<file path="src/rtl/weight_load_ctrl.sv">
// -----------------------------------------------------------------------------
// weight_load_ctrl
//   Sequences one full weight-tile load from the weight SRAM into the weight
//   preprocessing unit (WPU). Read addresses 0..MEM_SIZE-1 are issued in
//   column-major order, one per cycle, and each returned weight is presented
//   to the WPU together with its address. A downstream stall freezes the
//   pipeline, abort drops the load, and column/tile completion is reported.
//
// Optional feature macro: WLC_PERF_CNT_EN
//   Adds stall_cycles / load_cycles performance counters (16-bit, saturating).
//
// Ports:
//   clk, rst            clock, asynchronous active-high reset
//   start               one-cycle pulse, begins a tile load when idle
//   abort               terminates the load, highest priority
//   stall               downstream not ready this cycle
//   wmem_rd_en/addr     SRAM read request
//   wmem_rd_data        SRAM read data, valid one cycle after rd_en, held after
//   wpu_weight/addr     weight and its address to the WPU
//   wpu_load_mem_done   0 on the cycle a weight is consumed, 1 otherwise
//   col_done            pulse when the last row of a column is consumed
//   col_idx             column of the current/last consumed weight
//   busy                high while loading
//   done                one-cycle pulse once the full tile is consumed
//   stall_cycles        (WLC_PERF_CNT_EN) LOAD cycles with stall high
//   load_cycles         (WLC_PERF_CNT_EN) cycles spent in LOAD
// -----------------------------------------------------------------------------
module weight_load_ctrl #(
  parameter int unsigned SIZE       = 8,
  parameter int unsigned MEM_SIZE   = SIZE * SIZE,
  parameter int unsigned ADDR_WIDTH = $clog2(MEM_SIZE),
  parameter int unsigned COL_WIDTH  = $clog2(SIZE)
) (
  input  logic                  clk,
  input  logic                  rst,
  input  logic                  start,
  input  logic                  abort,
  input  logic                  stall,
  output logic                  wmem_rd_en,
  output logic [ADDR_WIDTH-1:0] wmem_rd_addr,
  input  logic [7:0]            wmem_rd_data,
  output logic [7:0]            wpu_weight,
  output logic [ADDR_WIDTH-1:0] wpu_addr,
  output logic                  wpu_load_mem_done,
  output logic                  col_done,
  output logic [COL_WIDTH-1:0]  col_idx,
  output logic                  busy,
  output logic                  done
`ifdef WLC_PERF_CNT_EN
  ,
  output logic [15:0]           stall_cycles,
  output logic [15:0]           load_cycles
`endif
);

  // One extra bit so the counters can reach MEM_SIZE without wrapping.
  localparam int unsigned CNT_WIDTH = ADDR_WIDTH + 1;

  typedef enum logic [1:0] {
    ST_IDLE = 2'd0,
    ST_LOAD = 2'd1,
    ST_FIN  = 2'd2
  } state_e;

  state_e                state_q, state_d;
  logic [CNT_WIDTH-1:0]  issue_cnt_q, issue_cnt_d;
  logic [CNT_WIDTH-1:0]  cons_cnt_q, cons_cnt_d;
  logic                  data_valid_q, data_valid_d;
  logic [ADDR_WIDTH-1:0] wpu_addr_q;
  logic                  start_acc;
  logic                  consume;

  // A start is only honoured from IDLE and always loses to abort.
  assign start_acc = start && !abort && (state_q == ST_IDLE);

  // State register.
  always_ff @(posedge clk or posedge rst) begin
    if (rst) state_q <= ST_IDLE;
    else     state_q <= state_d;
  end

  // Next-state logic.
  always_comb begin
    state_d = state_q;
    unique case (state_q)
      ST_IDLE: if (start_acc) state_d = ST_LOAD;
      ST_LOAD: begin
        if (abort) state_d = ST_IDLE;
        else if (consume && (cons_cnt_q == CNT_WIDTH'(MEM_SIZE - 1))) state_d = ST_FIN;
      end
      ST_FIN:  state_d = ST_IDLE;
      default: state_d = ST_IDLE;
    endcase
  end

  // Output / handshake logic. Abort also suppresses the consume so an aborted
  // load never reports a column or tile completion.
  always_comb begin
    wmem_rd_en        = 1'b0;
    consume           = 1'b0;
    wpu_load_mem_done = 1'b1;
    col_done          = 1'b0;
    busy              = 1'b0;
    done              = 1'b0;
    if (state_q == ST_LOAD) begin
      busy       = 1'b1;
      wmem_rd_en = !stall && !abort && (issue_cnt_q < CNT_WIDTH'(MEM_SIZE));
      consume    = data_valid_q && !stall && !abort;
    end
    if (state_q == ST_FIN) done = 1'b1;
    wpu_load_mem_done = !consume;
    col_done = consume &&
               ((wpu_addr_q % ADDR_WIDTH'(SIZE)) == ADDR_WIDTH'(SIZE - 1));
  end

  // Issue / consume counters and the read-data valid flag.
  always_comb begin
    issue_cnt_d  = issue_cnt_q;
    cons_cnt_d   = cons_cnt_q;
    data_valid_d = data_valid_q;
    if (abort || start_acc) begin
      issue_cnt_d  = '0;
      cons_cnt_d   = '0;
      data_valid_d = 1'b0;
    end else begin
      if (wmem_rd_en) issue_cnt_d = issue_cnt_q + CNT_WIDTH'(1);
      if (consume)    cons_cnt_d  = cons_cnt_q + CNT_WIDTH'(1);
      // SRAM holds its output while stalled, so the pending weight stays valid.
      if (wmem_rd_en)  data_valid_d = 1'b1;
      else if (!stall) data_valid_d = 1'b0;
    end
  end

  always_ff @(posedge clk or posedge rst) begin
    if (rst) begin
      issue_cnt_q  <= '0;
      cons_cnt_q   <= '0;
      data_valid_q <= 1'b0;
    end else begin
      issue_cnt_q  <= issue_cnt_d;
      cons_cnt_q   <= cons_cnt_d;
      data_valid_q <= data_valid_d;
    end
  end

  // Address pipeline: pairs each returned weight with the address that read it.
  always_ff @(posedge clk or posedge rst) begin
    if (rst)             wpu_addr_q <= '0;
    else if (wmem_rd_en) wpu_addr_q <= wmem_rd_addr;
  end

  assign wmem_rd_addr = issue_cnt_q[ADDR_WIDTH-1:0];
  assign wpu_addr     = wpu_addr_q;
  assign wpu_weight   = wmem_rd_data;
  assign col_idx      = COL_WIDTH'(wpu_addr_q / ADDR_WIDTH'(SIZE));

`ifdef WLC_PERF_CNT_EN
  logic [15:0] stall_cycles_q, load_cycles_q;

  // Saturating performance counters, cleared on an accepted start.
  always_ff @(posedge clk or posedge rst) begin
    if (rst) begin
      stall_cycles_q <= '0;
      load_cycles_q  <= '0;
    end else if (start_acc) begin
      stall_cycles_q <= '0;
      load_cycles_q  <= '0;
    end else if (state_q == ST_LOAD) begin
      if (load_cycles_q != 16'hFFFF) load_cycles_q <= load_cycles_q + 16'd1;
      if (stall && (stall_cycles_q != 16'hFFFF)) stall_cycles_q <= stall_cycles_q + 16'd1;
    end
  end

  assign stall_cycles = stall_cycles_q;
  assign load_cycles  = load_cycles_q;
`endif

endmodule
</file>
<file path="config.mk">
export PLATFORM = sky130hd
export DESIGN_NAME = weight_load_ctrl
export DESIGN_NICKNAME = d
export VERILOG_FILES = /design/src/rtl/weight_load_ctrl.sv
export SDC_FILE = /design/constraint.sdc
export NUM_CORES = 1
export LEC_CHECK = 0
export ABC_AREA = 0
export BUFFER_PORTS_ARGS = -buffer_cell sky130_fd_sc_hd__buf_2
export CAP_MARGIN = 20
export CORE_UTILIZATION = 45
export DETAILED_ROUTE_END_ITERATION = 10
export PLACE_DENSITY_LB_ADDON = 0.25
export SLEW_MARGIN = 25
export SYNTH_ARGS = -nofsm -noshare
export SYNTH_HDL_FRONTEND = slang
export SYNTH_SLANG_ARGS = --single-unit
</file>
<file path="constraint.sdc">
create_clock -name clk -period 2.1 [get_ports clk]
set_input_delay 0.42 -clock clk [delete_from_list [all_inputs] [get_ports clk]]
set_output_delay 0.42 -clock clk [all_outputs]
set_load 0.02 [all_outputs]
</file>
== Yosys cells after proc, flatten, opt, wreduce, memory -nomap -nowiden ==
Index checks and enable logic that the tools add are counted.

* Order comparisons: 1
* Add/sub/neg operators: 2
* Reductions and logical operators: 16
* Equal/unequal tests: 7
* Multiplexer cells: 15

{| class="wikitable"
|+ Operators by type and width
! cell !! count
|-
| 7-bit two-way mux || 4
|-
| 7-bit by 1-bit adder with 7-bit output (second input constant) || 2
|-
| 1-bit logical AND || 8
|-
| 7-bit by 6-bit == test with 1-bit output (second input constant) || 1
|-
| 7-bit < comparator (second input constant) || 1
|-
| 1-bit two-way mux || 7
|-
| 2-bit two-way mux || 3
|-
| 2-bit case mux with 2 select lines || 1
|-
| 2-bit nonzero test || 2
|-
| 3-bit == test (second input constant) || 1
|-
| 1-bit zero test || 3
|-
| 3-bit by 1-bit inequality test with 1-bit output (second input constant) || 1
|-
| 3-bit inequality test (second input constant) || 1
|-
| 2-bit by 1-bit == test with 1-bit output (second input constant) || 1
|-
| 2-bit == test (second input constant) || 1
|-
| 2-bit zero test || 1
|-
| 2-bit inequality test (second input constant) || 1
|-
| 2-bit AND reduction || 1
|-
| 1-bit logical OR || 1
|}

* Bits in registers: 23
* Word-level logic and storage cells: 46
* Input bits: 13
* Output and inout port bits: 28

== Logic depth before layout (Yosys ltp) ==
* Depth in word-level cells: 8
* Depth in mapped cells: 5
* Gate-level depth less buffers: 4

== Worst setup path before layout ==
Ideal clock, no wire load.

* Kind: input-to-reg
* From: input abort
* To: register wpu_addr_q[0], in the netlist wpu_addr[0]
* Setup slack: 0.195 ns
* Library setup time: 0.125 ns
* Arrival time: 1.780 ns
* Stages: 5
* Data required time: 1.975 ns
* Cells stage by stage: or4b_1 -> buf_2 -> buf_6 -> nor2_4 -> mux2_2

* Cells in the longest elaborated chain, start to end: 4

{| class="wikitable"
|+ Ends and longest elaborated chain
! what !! line !! RTL
|-
| from (decl) || 37 || <nowiki>input logic abort,</nowiki>
|-
| 1-bit zero test || 107 || <nowiki>wmem_rd_en = !stall && !abort && (issue_cnt_q < CNT_WIDTH'(MEM_SIZE));</nowiki>
|-
| 1-bit logical AND (2 in a row) || 107 ||
|-
| 1-bit two-way mux || 105 || <nowiki>if (state_q == ST_LOAD) begin</nowiki>
|-
| via wmem_rd_en || 39 || <nowiki>output logic wmem_rd_en,</nowiki>
|-
| to (signal assigned) || 149 || <nowiki>else if (wmem_rd_en) wpu_addr_q <= wmem_rd_addr;</nowiki>
|-
| to (decl) || 69 || <nowiki>logic [ADDR_WIDTH-1:0] wpu_addr_q;</nowiki>
|}

The timed path passes the listed nets, and every way through them passes these cells.
A chain may end at the register's enable or synchronous reset.

== Final worst setup path ==
* From: register state_q[1]
* To: output wmem_rd_en

* Cells in the longest elaborated chain, start to end: 2

{| class="wikitable"
|+ Ends and longest elaborated chain
! what !! line !! RTL
|-
| from (decl) || 65 || <nowiki>state_e state_q, state_d;</nowiki>
|-
| from (signal assigned) || 79 || <nowiki>else state_q <= state_d;</nowiki>
|-
| 2-bit by 1-bit == test with 1-bit output || 105 ||
|-
| 1-bit two-way mux || 105 ||
|-
| to (decl) || 39 ||
|}

No other way between the ends.

==> qor.csv <==
stage,metric,value,unit
run_status,status,"finished, violations left",
run_status,violated checks,setup timing,
power,Power Total,0.724,mW
detailed_routing,WL met2,1.16,mm
power,VDD IR-drop max,0.392,mV
place,IO buf count,24,
power,cell area power density,504,nW/µm²
timing,Slew HR,70.9,%
power,share of power burned in registers,62.2,%
layout,"commonest non-fill, non-tap cells in the layout","23 x dfrtp_1, 22 x buf_2, 12 x buf_4",
synthesis,"Seq/Total Area, Yosys",46.4,%
timing,Final Worst Setup Slack,-0.0172,ns
timing,Final Slew Violations,0,
detailed_routing,wire length on met3,112,µm
global_routing,initial antenna violation count,0,
critical_path,Crit Path Class,reg2out,
detailed_routing,Routed WL,2.47,mm
synthesis,Synth Warn #,0,
synthesis,number of synthesized flops with an enable pin,0,
die,io pins,41,
place,RePlAce Congestion,0.781,
die,DIE AREA,2970,µm²
synthesis,top post-synthesis cells by area,"dfrtp_1 46%, buf_4 10%, mux2_2 5.4%",
place,DP HPWL,1.67,mm
detailed_routing,routed len/inst,14.5,µm
detailed_routing,ANT nets after route,0,
synthesis,syn_area_per_cell,10.3,µm²
global_routing,GRT Resource Usage Total,17.5,%
detailed_routing,Remaining DRCs,0,
critical_path,R2R setup slack,0.09,ns
detailed_routing,DR vias,969,
synthesis,Synth Net Count,136,
flow_run,max-cap violations,0,
timing,Worst Skew,0.0109,ns
global_routing,Overflow after GRT,0,
critical_path,WP data arrival,1.70,ns
timing,Fmax,472,MHz
clock_network,worst skew pair latency,0.31,ns
layout,Diodes inserted,0,
clock_network,Post-CTS Hold Buffers,0,
clock_network,clk buf depth,2,
detailed_routing,DR vias/cell,5.67,
global_routing,vias in the first global route,864,
synthesis,"Primary FF master, synth",dfrtp_1,
layout,synthesis-to-finish area growth,15.8,%
power,Sw Ratio,23.9,%
critical_path,CP Data Required Time,1.68,ns
power,leakage,0.676,nW
detailed_routing,top sig layer,met4,
critical_path,critical path launch point type,flop,
clock_network,CTS H-Tree Depth,1,
clock_network,CTS tree,yes,
layout,Final Util,56.5,%
synthesis,number of synthesized register bits,23,
critical_path,CP max stage delay,0.57,ns
critical_path,"delay-heaviest family, CP",simple AND/OR/NAND/NOR gates,
synthesis,mapped cell area,1240,µm²
synthesis,"Async S/R FF share, synth",100,%
clock_network,Root Driver,clkbuf_4,
critical_path,CP bufs+invs,2,
layout,"commonest non-fill, non-tap cell in the layout",dfrtp_1,
global_routing,first-pass GRT wire length,3.66,mm
timing,period utilization,101,%
global_routing,largest net degree at the start of global routing,14,
detailed_routing,M1 WL,1.14,mm
die,DIE WIDTH,54.5,µm
detailed_routing,initial drt markers,23,
critical_path,slowest CP cell,or4b_4,
die,Core Rows,18,
timing,worst slew pin tran,0.436,ns
timing,RSZ-0062 raised after global routing,true,
clock_network,CTS sink count,23,
synthesis,Synth top area share,46.4,%
die,die extent in y,54.5,µm
die,Core Box Area,2540,µm²
power,combinational share of power,9.9,%
layout,layout cells sized above 1,39.0,%
power,total net switching power,0.173,mW
synthesis,Synth Instances,121,
synthesis,Cell variety after synth,35,
die,initial core utilization,48.8,%
clock_network,Num CTS Buffers,3,
power,Internal,0.551,mW
detailed_routing,Pre-antenna DRT Iters,5,
power,clock share of power,27.8,%
worst_hold_path,Hold Crit Class,in2async,
layout,post-layout net count,157,
critical_path,crit path cell chain,or4b_4 -> buf_12 -> nor2_4 -> buf_6,
timing,Final Critical Period,2.12,ns
clock_network,clk slew on worst S/H paths,0.13,ns
synthesis,post-synth top area cell,dfrtp_1,
critical_path,nature of the critical path endpoint,output port,
timing,final hold vios,0,
critical_path,Max Fanout on Critical Path,6,
timing,"Setup violations, final",1,
final cells by class:
| cell class | instances | area [µm²] |
|---|---|---|
| clock buffer | 3 | 22.5 |
| clock inverter | 1 | 5.00 |
| fill | 223 | 1110 |
| inverter | 4 | 15.0 |
| multi-input combinational | 73 | 518 |
| sequential | 23 | 576 |
| tap | 30 | 37.5 |
| timing repair buffer | 37 | 264 |
state kept, by name, indices dropped and copies added, names as in the netlist:
signal and count:
issue_cnt_q 7, data_valid_q 1, state_q 2, cons_cnt_q 7
wpu_addr 6
per-layer routing:
metal	GRT usage (%)	vias up
met5	0	-
met4	11.1	0
met3	4.17	10
met2	26.0	38
met1	22.6	462
li1	-	459
timing repair:
| item | 4_1_cts | 5_1_grt |
|---|---|---|
| buffers inserted | 2 | 4 |
| endpoints found under the setup margin | 1 | 2 |
| resized for setup | 4 | 2 |
| cloned | 1 | 0 |
| pin swaps | 2 | 3 |
cells by family after synthesis:
kind of cell / count (synthesis) / share of synthesized area (%)
buf+inv: 25 / 13.4
compound gates: 26 / 12.4
flops: 23 / 46.4
fa+ha+maj: 2 / 2.02
mux: 7 / 6.25
simple gates: 38 / 19.6
Yosys cell counts, types with 2 or more instances:
master    count
mux2_2        6
a21oi_1      11
inv_1         4
or4_1         4
clkbuf_1      2
dfrtp_1      23
nor2_1        2
or3_1         5
o31ai_1       4
buf_4        17
ha_1          2
o21ai_0       7
nand3_1       5
nand2b_1      2
nand2_1       7
final timing paths:
path                               startpoint        endpoint  depth (start not counted)
worst max-delay path               state_q[1]      wmem_rd_en                          4
worst min-delay path                      rst    data_valid_q                          2
worst max register to register     state_q[1]  issue_cnt_q[6]                          5
worst min register to register  cons_cnt_q[6]      state_q[1]                          1
max in group asynchronous                 rst  issue_cnt_q[4]                          3
min in group clk                        abort      state_q[0]                          2
power groups by stage:
stage,combinational [mW],sequential (mW),clock (mW)
2_1_floorplan,0.0560,0.460,0
3_3_place_gp,0.0551,0.459,0
3_5_place_dp,0.0563,0.460,0
4_1_cts,0.0656,0.451,0.211
5_1_grt,0.0798,0.451,0.231
6_report,0.0720,0.451,0.202
worst reg2reg max path, stage by stage (launching register included):
cell and delay, ns:
dfrtp_1 0.41, or4b_4 0.57, buf_12 0.16, buf_4 0.15, or4_4 0.53, a21oi_2 0.14
metrics by stage:
| step | cell area, µm² | TNS, ns | cells | hold slack [ns] | setup slack, ns |
|---|---|---|---|---|---|
| after global placement | 1310 | 0 | 160 | 0.437 | 0.0931 |
| after floorplan | 1240 | 0 | 121 | 0.422 | 0.195 |
| after detailed placement | 1310 | 0 | 160 | 0.439 | 0.0630 |
| after CTS | 1400 | -0.00846 | 167 | 0.0903 | -0.00846 |
| final | 1440 | -0.0172 | 171 | 0.0808 | -0.0172 |
| after global routing | 1440 | -0.0836 | 171 | 0.116 | -0.0709 |
No activity file was read; power rests on OpenSTA's default activity.
